$ cat src/rtl/line_buffer_ctrl_if.sv
// Bus between line_buffer_ctrl (slave) and its field sink / frame source (master).
// LBC_ERR_CNT_EN adds the err_cnt status output.
interface line_buffer_ctrl_if;
    logic       in_valid;
    logic       in_ready;
    logic       wr_req0;
    logic       wr_req1;
    logic       rd_req0;
    logic       rd_req1;
    logic       full0;
    logic       full1;
    logic       empty_enable0;
    logic       empty_enable1;
    logic       ready_to_continue;
    logic       aver_sent;
    logic       frame_done;
    logic [1:0] bank0_state;
    logic [1:0] bank1_state;
`ifdef LBC_ERR_CNT_EN
    logic [7:0] err_cnt;

    modport master (
        output in_valid, rd_req0, rd_req1, aver_sent,
        input  in_ready, wr_req0, wr_req1, full0, full1, empty_enable0, empty_enable1,
               ready_to_continue, frame_done, bank0_state, bank1_state, err_cnt
    );
    modport slave (
        input  in_valid, rd_req0, rd_req1, aver_sent,
        output in_ready, wr_req0, wr_req1, full0, full1, empty_enable0, empty_enable1,
               ready_to_continue, frame_done, bank0_state, bank1_state, err_cnt
    );
`else
    modport master (
        output in_valid, rd_req0, rd_req1, aver_sent,
        input  in_ready, wr_req0, wr_req1, full0, full1, empty_enable0, empty_enable1,
               ready_to_continue, frame_done, bank0_state, bank1_state
    );
    modport slave (
        input  in_valid, rd_req0, rd_req1, aver_sent,
        output in_ready, wr_req0, wr_req1, full0, full1, empty_enable0, empty_enable1,
               ready_to_continue, frame_done, bank0_state, bank1_state
    );
`endif
endinterface

$ cat src/rtl/line_buffer_ctrl.sv
// Ping-pong scheduler for two single-line buffers between field sink and frame source.
// Define LBC_ERR_CNT_EN to add a saturating protocol-error counter (err_cnt).
module line_buffer_ctrl #(
    parameter int DATA_WIDTH  = 8,
    parameter int WIDTH       = 640,
    parameter int HALF_HEIGHT = 240
) (
    input logic          clock,
    input logic          reset,
    line_buffer_ctrl_if.slave bus
);
    localparam int WC_W = $clog2(WIDTH + 1);
    localparam int LC_W = $clog2(HALF_HEIGHT + 1);
    localparam logic [WC_W-1:0] PIX_LAST = WC_W'(WIDTH - 1);
    localparam logic [LC_W-1:0] LINE_MAX = LC_W'(HALF_HEIGHT);

    // DATA_WIDTH is carried only so the parameter set matches the pixel buffers.
    if (DATA_WIDTH < 1) begin : g_bad_data_width
    end

    typedef enum logic [1:0] {
        ST_EMPTY    = 2'd0,
        ST_FILLING  = 2'd1,
        ST_FULL     = 2'd2,
        ST_DRAINING = 2'd3
    } bank_state_e;

    bank_state_e     state_q [2];
    bank_state_e     state_d [2];
    logic [WC_W-1:0] rd_cnt_q [2];
    logic [WC_W-1:0] rd_cnt_d [2];
    logic [WC_W-1:0] wr_cnt_q, wr_cnt_d;
    logic [LC_W-1:0] line_cnt_q, line_cnt_d;
    logic            wr_sel_q, wr_sel_d;
    logic            ec_sel_q, ec_sel_d;
    logic            ack_pend_q, ack_pend_d;
    logic            rtc_q, rtc_d;
    logic [1:0]      full_q;
    logic [1:0]      has_line;
    logic [1:0]      rd_req;
    logic            in_ready, xfer, frame_done, ec_toggle;

    // Handshake: a pixel moves when in_valid & in_ready in the same cycle; in_valid
    // may be held without a transfer, and wr_reqN mirrors the transfer combinationally.
    assign rd_req = {bus.rd_req1, bus.rd_req0};

    always_comb begin
        state_d    = state_q;
        rd_cnt_d   = rd_cnt_q;
        wr_cnt_d   = wr_cnt_q;
        line_cnt_d = line_cnt_q;
        wr_sel_d   = wr_sel_q;
        ec_sel_d   = ec_sel_q;
        ack_pend_d = ack_pend_q;
        ec_toggle  = 1'b0;
        has_line   = 2'b00;

        in_ready   = ((state_q[wr_sel_q] == ST_EMPTY) || (state_q[wr_sel_q] == ST_FILLING)) &&
                     (line_cnt_q < LINE_MAX);
        xfer       = bus.in_valid & in_ready;
        frame_done = (line_cnt_q == LINE_MAX) && (state_q[0] == ST_EMPTY) &&
                     (state_q[1] == ST_EMPTY);

        for (int n = 0; n < 2; n++) begin
            has_line[n] = (state_q[n] == ST_FULL) || (state_q[n] == ST_DRAINING);
            if (rd_req[n] && has_line[n]) begin
                if (rd_cnt_q[n] == PIX_LAST) begin
                    rd_cnt_d[n] = '0;
                    if (ec_sel_q == 1'(n)) begin
                        state_d[n] = ST_EMPTY;
                        ec_toggle  = 1'b1;
                    end else begin
                        state_d[n] = ST_FULL;  // not the consumed bank: rewind for re-read
                    end
                end else begin
                    rd_cnt_d[n] = rd_cnt_q[n] + 1'b1;
                    state_d[n]  = ST_DRAINING;
                end
            end
        end

        if (xfer) begin
            if (wr_cnt_q == PIX_LAST) begin
                state_d[wr_sel_q] = ST_FULL;
                wr_cnt_d          = '0;
                wr_sel_d          = ~wr_sel_q;
                line_cnt_d        = line_cnt_q + 1'b1;
            end else begin
                state_d[wr_sel_q] = ST_FILLING;
                wr_cnt_d          = wr_cnt_q + 1'b1;
            end
        end

        if (ec_toggle) begin
            ec_sel_d   = ~ec_sel_q;
            ack_pend_d = 1'b0;
        end else if (bus.aver_sent && rtc_q) begin
            ack_pend_d = 1'b1;
        end

        if (frame_done) begin
            line_cnt_d = '0;
            wr_sel_d   = 1'b0;
            ec_sel_d   = 1'b0;
            ack_pend_d = 1'b0;
        end

        rtc_d = (~ack_pend_d && (state_d[~ec_sel_d] == ST_FULL)) || (line_cnt_d == LINE_MAX);
    end

    always_ff @(posedge clock) begin
        if (!reset) begin
            state_q[0]  <= ST_EMPTY;
            state_q[1]  <= ST_EMPTY;
            rd_cnt_q[0] <= '0;
            rd_cnt_q[1] <= '0;
            wr_cnt_q    <= '0;
            line_cnt_q  <= '0;
            wr_sel_q    <= 1'b0;
            ec_sel_q    <= 1'b0;
            ack_pend_q  <= 1'b0;
            rtc_q       <= 1'b0;
            full_q      <= 2'b00;
        end else begin
            state_q     <= state_d;
            rd_cnt_q    <= rd_cnt_d;
            wr_cnt_q    <= wr_cnt_d;
            line_cnt_q  <= line_cnt_d;
            wr_sel_q    <= wr_sel_d;
            ec_sel_q    <= ec_sel_d;
            ack_pend_q  <= ack_pend_d;
            rtc_q       <= rtc_d;
            full_q      <= has_line;
        end
    end

`ifdef LBC_ERR_CNT_EN
    logic       err_evt;
    logic [7:0] err_cnt_q;

    assign err_evt = (bus.in_valid & ~in_ready) | (rd_req[0] & ~has_line[0]) |
                     (rd_req[1] & ~has_line[1]) | (bus.aver_sent & ~rtc_q);

    always_ff @(posedge clock) begin
        if (!reset) begin
            err_cnt_q <= 8'd0;
        end else if (err_evt && (err_cnt_q != 8'hFF)) begin
            err_cnt_q <= err_cnt_q + 8'd1;
        end
    end

    assign bus.err_cnt = err_cnt_q;
`endif

    assign bus.in_ready          = in_ready;
    assign bus.wr_req0           = xfer & ~wr_sel_q;
    assign bus.wr_req1           = xfer & wr_sel_q;
    assign bus.full0             = full_q[0];
    assign bus.full1             = full_q[1];
    assign bus.empty_enable0     = ~ec_sel_q;
    assign bus.empty_enable1     = ec_sel_q;
    assign bus.ready_to_continue = rtc_q;
    assign bus.frame_done        = frame_done;
    assign bus.bank0_state       = state_q[0];
    assign bus.bank1_state       = state_q[1];
endmodule

$ cat src/flat_wrapper.sv
// flat-port wrapper written by rule: the top's interface ports become plain ports
module line_buffer_ctrl_flat 
#(
    parameter int DATA_WIDTH  = 8,
    parameter int WIDTH       = 640,
    parameter int HALF_HEIGHT = 240
)
  (clock, reset, bus_in_valid, bus_rd_req0, bus_rd_req1, bus_aver_sent, bus_in_ready, bus_wr_req0, bus_wr_req1, bus_full0, bus_full1, bus_empty_enable0, bus_empty_enable1, bus_ready_to_continue, bus_frame_done, bus_bank0_state, bus_bank1_state);
  line_buffer_ctrl_if bus_i ();
  input logic clock;
  input logic reset;
  input wire logic [$bits(bus_i.in_valid)-1:0] bus_in_valid;
  input wire logic [$bits(bus_i.rd_req0)-1:0] bus_rd_req0;
  input wire logic [$bits(bus_i.rd_req1)-1:0] bus_rd_req1;
  input wire logic [$bits(bus_i.aver_sent)-1:0] bus_aver_sent;
  output wire logic [$bits(bus_i.in_ready)-1:0] bus_in_ready;
  output wire logic [$bits(bus_i.wr_req0)-1:0] bus_wr_req0;
  output wire logic [$bits(bus_i.wr_req1)-1:0] bus_wr_req1;
  output wire logic [$bits(bus_i.full0)-1:0] bus_full0;
  output wire logic [$bits(bus_i.full1)-1:0] bus_full1;
  output wire logic [$bits(bus_i.empty_enable0)-1:0] bus_empty_enable0;
  output wire logic [$bits(bus_i.empty_enable1)-1:0] bus_empty_enable1;
  output wire logic [$bits(bus_i.ready_to_continue)-1:0] bus_ready_to_continue;
  output wire logic [$bits(bus_i.frame_done)-1:0] bus_frame_done;
  output wire logic [$bits(bus_i.bank0_state)-1:0] bus_bank0_state;
  output wire logic [$bits(bus_i.bank1_state)-1:0] bus_bank1_state;
  assign bus_i.in_valid = bus_in_valid;
  assign bus_i.rd_req0 = bus_rd_req0;
  assign bus_i.rd_req1 = bus_rd_req1;
  assign bus_i.aver_sent = bus_aver_sent;
  assign bus_in_ready = bus_i.in_ready;
  assign bus_wr_req0 = bus_i.wr_req0;
  assign bus_wr_req1 = bus_i.wr_req1;
  assign bus_full0 = bus_i.full0;
  assign bus_full1 = bus_i.full1;
  assign bus_empty_enable0 = bus_i.empty_enable0;
  assign bus_empty_enable1 = bus_i.empty_enable1;
  assign bus_ready_to_continue = bus_i.ready_to_continue;
  assign bus_frame_done = bus_i.frame_done;
  assign bus_bank0_state = bus_i.bank0_state;
  assign bus_bank1_state = bus_i.bank1_state;
  line_buffer_ctrl #(.DATA_WIDTH(DATA_WIDTH), .WIDTH(WIDTH), .HALF_HEIGHT(HALF_HEIGHT)) u_core (.clock(clock), .reset(reset), .bus(bus_i));
endmodule
$ cat config.mk
export PLATFORM = sky130hd
export DESIGN_NAME = line_buffer_ctrl_flat
export DESIGN_NICKNAME = d
export VERILOG_FILES = /design/src/rtl/line_buffer_ctrl_if.sv /design/src/rtl/line_buffer_ctrl.sv /design/src/flat_wrapper.sv
export SDC_FILE = /design/constraint.sdc
export NUM_CORES = 1
export LEC_CHECK = 0
export BUFFER_PORTS_ARGS = -buffer_cell sky130_fd_sc_hd__clkbuf_2
export CAP_MARGIN = 20
export CORE_MARGIN = 3
export CORE_UTILIZATION = 35
export DETAILED_ROUTE_END_ITERATION = 10
export PLACE_DENSITY_LB_ADDON = 0.1
export SYNTH_ARGS = -nofsm -noshare
export SYNTH_HDL_FRONTEND = slang
export SYNTH_SLANG_ARGS = --single-unit
$ cat constraint.sdc
create_clock -name clock -period 2.85 [get_ports clock]
set_input_delay 0.4275 -clock clock [delete_from_list [all_inputs] [get_ports clock]]
set_output_delay 0.4275 -clock clock [all_outputs]
set_load 0.03 [all_outputs]
==> impl_metrics.csv <==
group,metric,value,unit
power,power,1120,uW
global_route,gr-usage-all-layers,13.9,%
logic_synthesis,yosysMostFrequentCell,"dfxtp_1",
global_route,antenna_found_initial,0,
setup_path,crit_path_start_kind,"flop",
route,wl_per_cell,14.1,um
worst_hold_path,worstHoldStart,"bus_aver_sent",
sta,worst-slew-pin-transition,0.479,ns
route,drt-initial-drc-count,68,
worst_hold_path,min_path_type,"input pin to flop",
die,core_area,6530,sq um
sta,fin_skew,0.00833,ns
logic_synthesis,synth_edf_count,0,
sta,setup_viol,0,
setup_path,cp_max_fo,7,
setup_path,critPathKind,"flop to output port",
route,dr.pass1.iters,4,
sta,fin_hold_ws,0.467,ns
logic_synthesis,synth-seq-cells,48,
setup_path,crit_chain,"inv_1 > ha_1 > or4b_4 > nor3_4 > clkbuf_2",
finish,n_antenna_cell,0,
sta,finalHoldViolCount,0,
clock_tree,cts_resized,0,
logic_synthesis,synthArstFlopShare,0,%
finish,nFillCells,687,
logic_synthesis,ys_types,50,
power,power_density,420,nW/um^2
die,num_rows,29,
sta,maxSlewHeadroom,67.8,%
setup_path,critPathTopFamily,"simple AND/OR/NAND/NOR gates",
logic_synthesis,ys_top_cells_by_count,"dfxtp_1, nand2_1, nor2_1",
route,ant_nets,0,
clock_tree,ctsHtreeMaxLevel,2,
global_route,overflow,0,
logic_synthesis,synthCells,277,
power,cellLeakagePower,0.000987,uW
worst_hold_path,hold-path-endpoint,"u_core.ack_pend_q",
clock_tree,cts_num_sinks,48,
logic_synthesis,synth-seq-area-share,39.7,%
setup_path,ff2ff_path_depth,8,
clock_tree,cts_buffer_depth,2,
worst_hold_path,min_path_cells,3,
logic_synthesis,yosys.area.top_type,"dfxtp_1",
setup_path,critPathBufInv,2,
sta,post-route-period-util,84.6,%
logic_synthesis,synth_area_leaders,"dfxtp_1, xor2_1, nand2_1, xnor2_1, nor2_1",
clock_tree,cts_tree,"yes",
setup_path,r2r-end,"u_core.bus.ready_to_continue",
setup_path,endpoint_kind,"output port",
die,start_util,37.0,%
sta,timing.fmax,415,MHz
outcome,run_status,"finished, final reports clean",
setup_path,r2r_start,"u_core.line_cnt_q[0]",
die,fp.dieH,89.2,um
logic_synthesis,synth.cell_area,2420,sq um
placement,gp_congestion,0.757,
clock_tree,cts.clk_slew.worst_paths,0.09,ns
die,dieWidth,89.2,um
logic_synthesis,post-synth-top-area-fraction,39.7,%
clock_tree,post_cts_buffers,0,
finish,final_nets,305,
sta,final.setup.tns,0,ns
sta,rsz0062_at_grt,"no",
placement,pre_cts_ws,0.678,ns
power,vdd_drop_max,0.172,mV
clock_tree,numCtsBuffers,5,
sta,worst_slack,0.439,ns
route,drc,0,
setup_path,slowest_delay,0.47,ns
clock_tree,clk_latency,0.30,ns
clock_tree,root_buffer,"clkbuf_8",
setup_path,rrSetupSlack,0.68,ns
logic_synthesis,synthesis.nets,288,
logic_synthesis,ys_warn_count,0,
die,ioPinCount,19,
route,wirelength,5220,um
logic_synthesis,synth_area_per_cell,8.74,sq um
clock_tree,postCtsHoldBufs,0,
placement,io_buffers,18,
placement,hpwl,3810,um
sta,final-max-slew-violation-count,0,
setup_path,cpMaxStageDelayCell,"or4b_4",
global_route,grt_pass1_vias,1796,
finish,syn_to_final_growth,9.82,%
setup_path,critPathRequiredTime,2.42,ns
setup_path,arrival,1.98,ns
finish,drive_gt1_share,11.6,%
die,dieArea,7950,sq um
route,vias_per_cell,5.27,
route,num_vias,1957,
logic_synthesis,ys_dominant_reg_cell,"dfxtp_1",
global_route,grt_max_degree,17,
sta,period_minus_slack,2.41,ns
run,drv_cap,0,
global_route,grt_pass1_wl,8610,um
metal layers:
layer | track usage, % | routed length [um] | share of wire [%] | vias up
li1 | - | - | - | 1018
met1 | 19.6 | 2690 | 51 | 904
met2 | 21.2 | 2300 | 44 | 27
met3 | 3.04 | 159 | 3.0 | 8
met4 | 4.47 | 71 | 1.4 | 0
met5 | 0 | 0 | 0 | -
logic make-up (layout without fill, tap and decap cells):
family | after synthesis | in the layout | share of synthesized area, %
simple gates | 143 | 143 | 33.1
flops | 48 | 48 | 39.7
fa+ha+maj | 5 | 5 | 2.59
compound gates | 37 | 37 | 11.4
buf+inv | 15 | 32 | 2.48
xor+xnor | 25 | 25 | 9.05
mux | 4 | 4 | 1.65
where the power goes:
| part | internal (uW) | switching, uW |
|---|---|---|
| clock network | 167 | 231 |
| registers | 674 | 3.72 |
| logic | 13.1 | 27.5 |
| total | 854 | 262 |
layout by cell type, fill, tap and decap left out, types with 3 or more instances in the layout:
| cell type | Yosys | final |
|---|---|---|
| dfxtp_1 | 48 | 48 |
| nand2_1 | 28 | 28 |
| nor2_1 | 27 | 27 |
| clkbuf_2 | 0 | 18 |
| and2_1 | 16 | 16 |
| nand3_1 | 16 | 16 |
| xor2_1 | 13 | 13 |
| xnor2_1 | 12 | 12 |
| and3_1 | 11 | 11 |
| a21oi_1 | 8 | 8 |
| nor3_1 | 8 | 8 |
| nand4_1 | 7 | 7 |
| inv_1 | 6 | 6 |
| and4_1 | 6 | 6 |
| o21ai_0 | 5 | 5 |
| nor2b_1 | 5 | 5 |
| ha_1 | 5 | 5 |
| clkbuf_8 | 0 | 5 |
| mux2i_1 | 4 | 4 |
| a31oi_1 | 4 | 4 |
| a21boi_1 | 3 | 3 |
worst reg2reg max path: stages, from the launching register on:
cell and delay, ns:
dfxtp_1 0.37, inv_1 0.09, ha_1 0.14, or4b_4 0.47
nor3_4 0.34, a221oi_2 0.11, a2111oi_4 0.34, o221ai_1 0.15
o31ai_1 0.09
metrics by stage:
stage | cells | util [%] | area, sq um
finish | 371 | 40.7 | 2660
global route | 371 | 40.7 | 2660
CTS | 371 | 40.7 | 2660
detailed placement | 364 | 39.4 | 2580
global placement | 364 | 39.4 | 2580
floorplan | 277 | - | 2420
registers in the layout, indices dropped and copies added (netlist names):
name	count
u_core.bus.ready_to_continue	1
u_core.line_cnt_q	8
u_core.ack_pend_q	1
u_core.full_q	2
u_core.rd_cnt_q	20
u_core.wr_sel_q	1
u_core.bus.bank0_state	2
u_core.bus.bank1_state	2
u_core.wr_cnt_q	10
u_core.bus.empty_enable1	1
worst max path at each step:
stage / end / depth (start not counted) / start
2_1_floorplan: u_core.bus.ready_to_continue / 6 / u_core.bus.bank1_state[1]
3_3_place_gp: u_core.bus.ready_to_continue / 8 / u_core.line_cnt_q[0]
3_5_place_dp: u_core.bus.ready_to_continue / 8 / u_core.line_cnt_q[0]
4_1_cts: bus_frame_done / 5 / u_core.line_cnt_q[0]
5_1_grt: bus_frame_done / 5 / u_core.line_cnt_q[0]
6_report: bus_frame_done / 5 / u_core.line_cnt_q[0]
final cells by class:
type / count / area, sq um / area share, %
clock buffers: 5 / 68.8 / 2.59
repair buffers: 19 / 97.6 / 3.67
inverters: 6 / 22.5 / 0.847
multi-input cells: 214 / 1400 / 52.6
clock inverters: 2 / 12.5 / 0.471
well taps: 77 / 96.3 / 3.63
flip-flops and latches: 48 / 961 / 36.2
No activity file was read; power rests on OpenSTA's default activity.
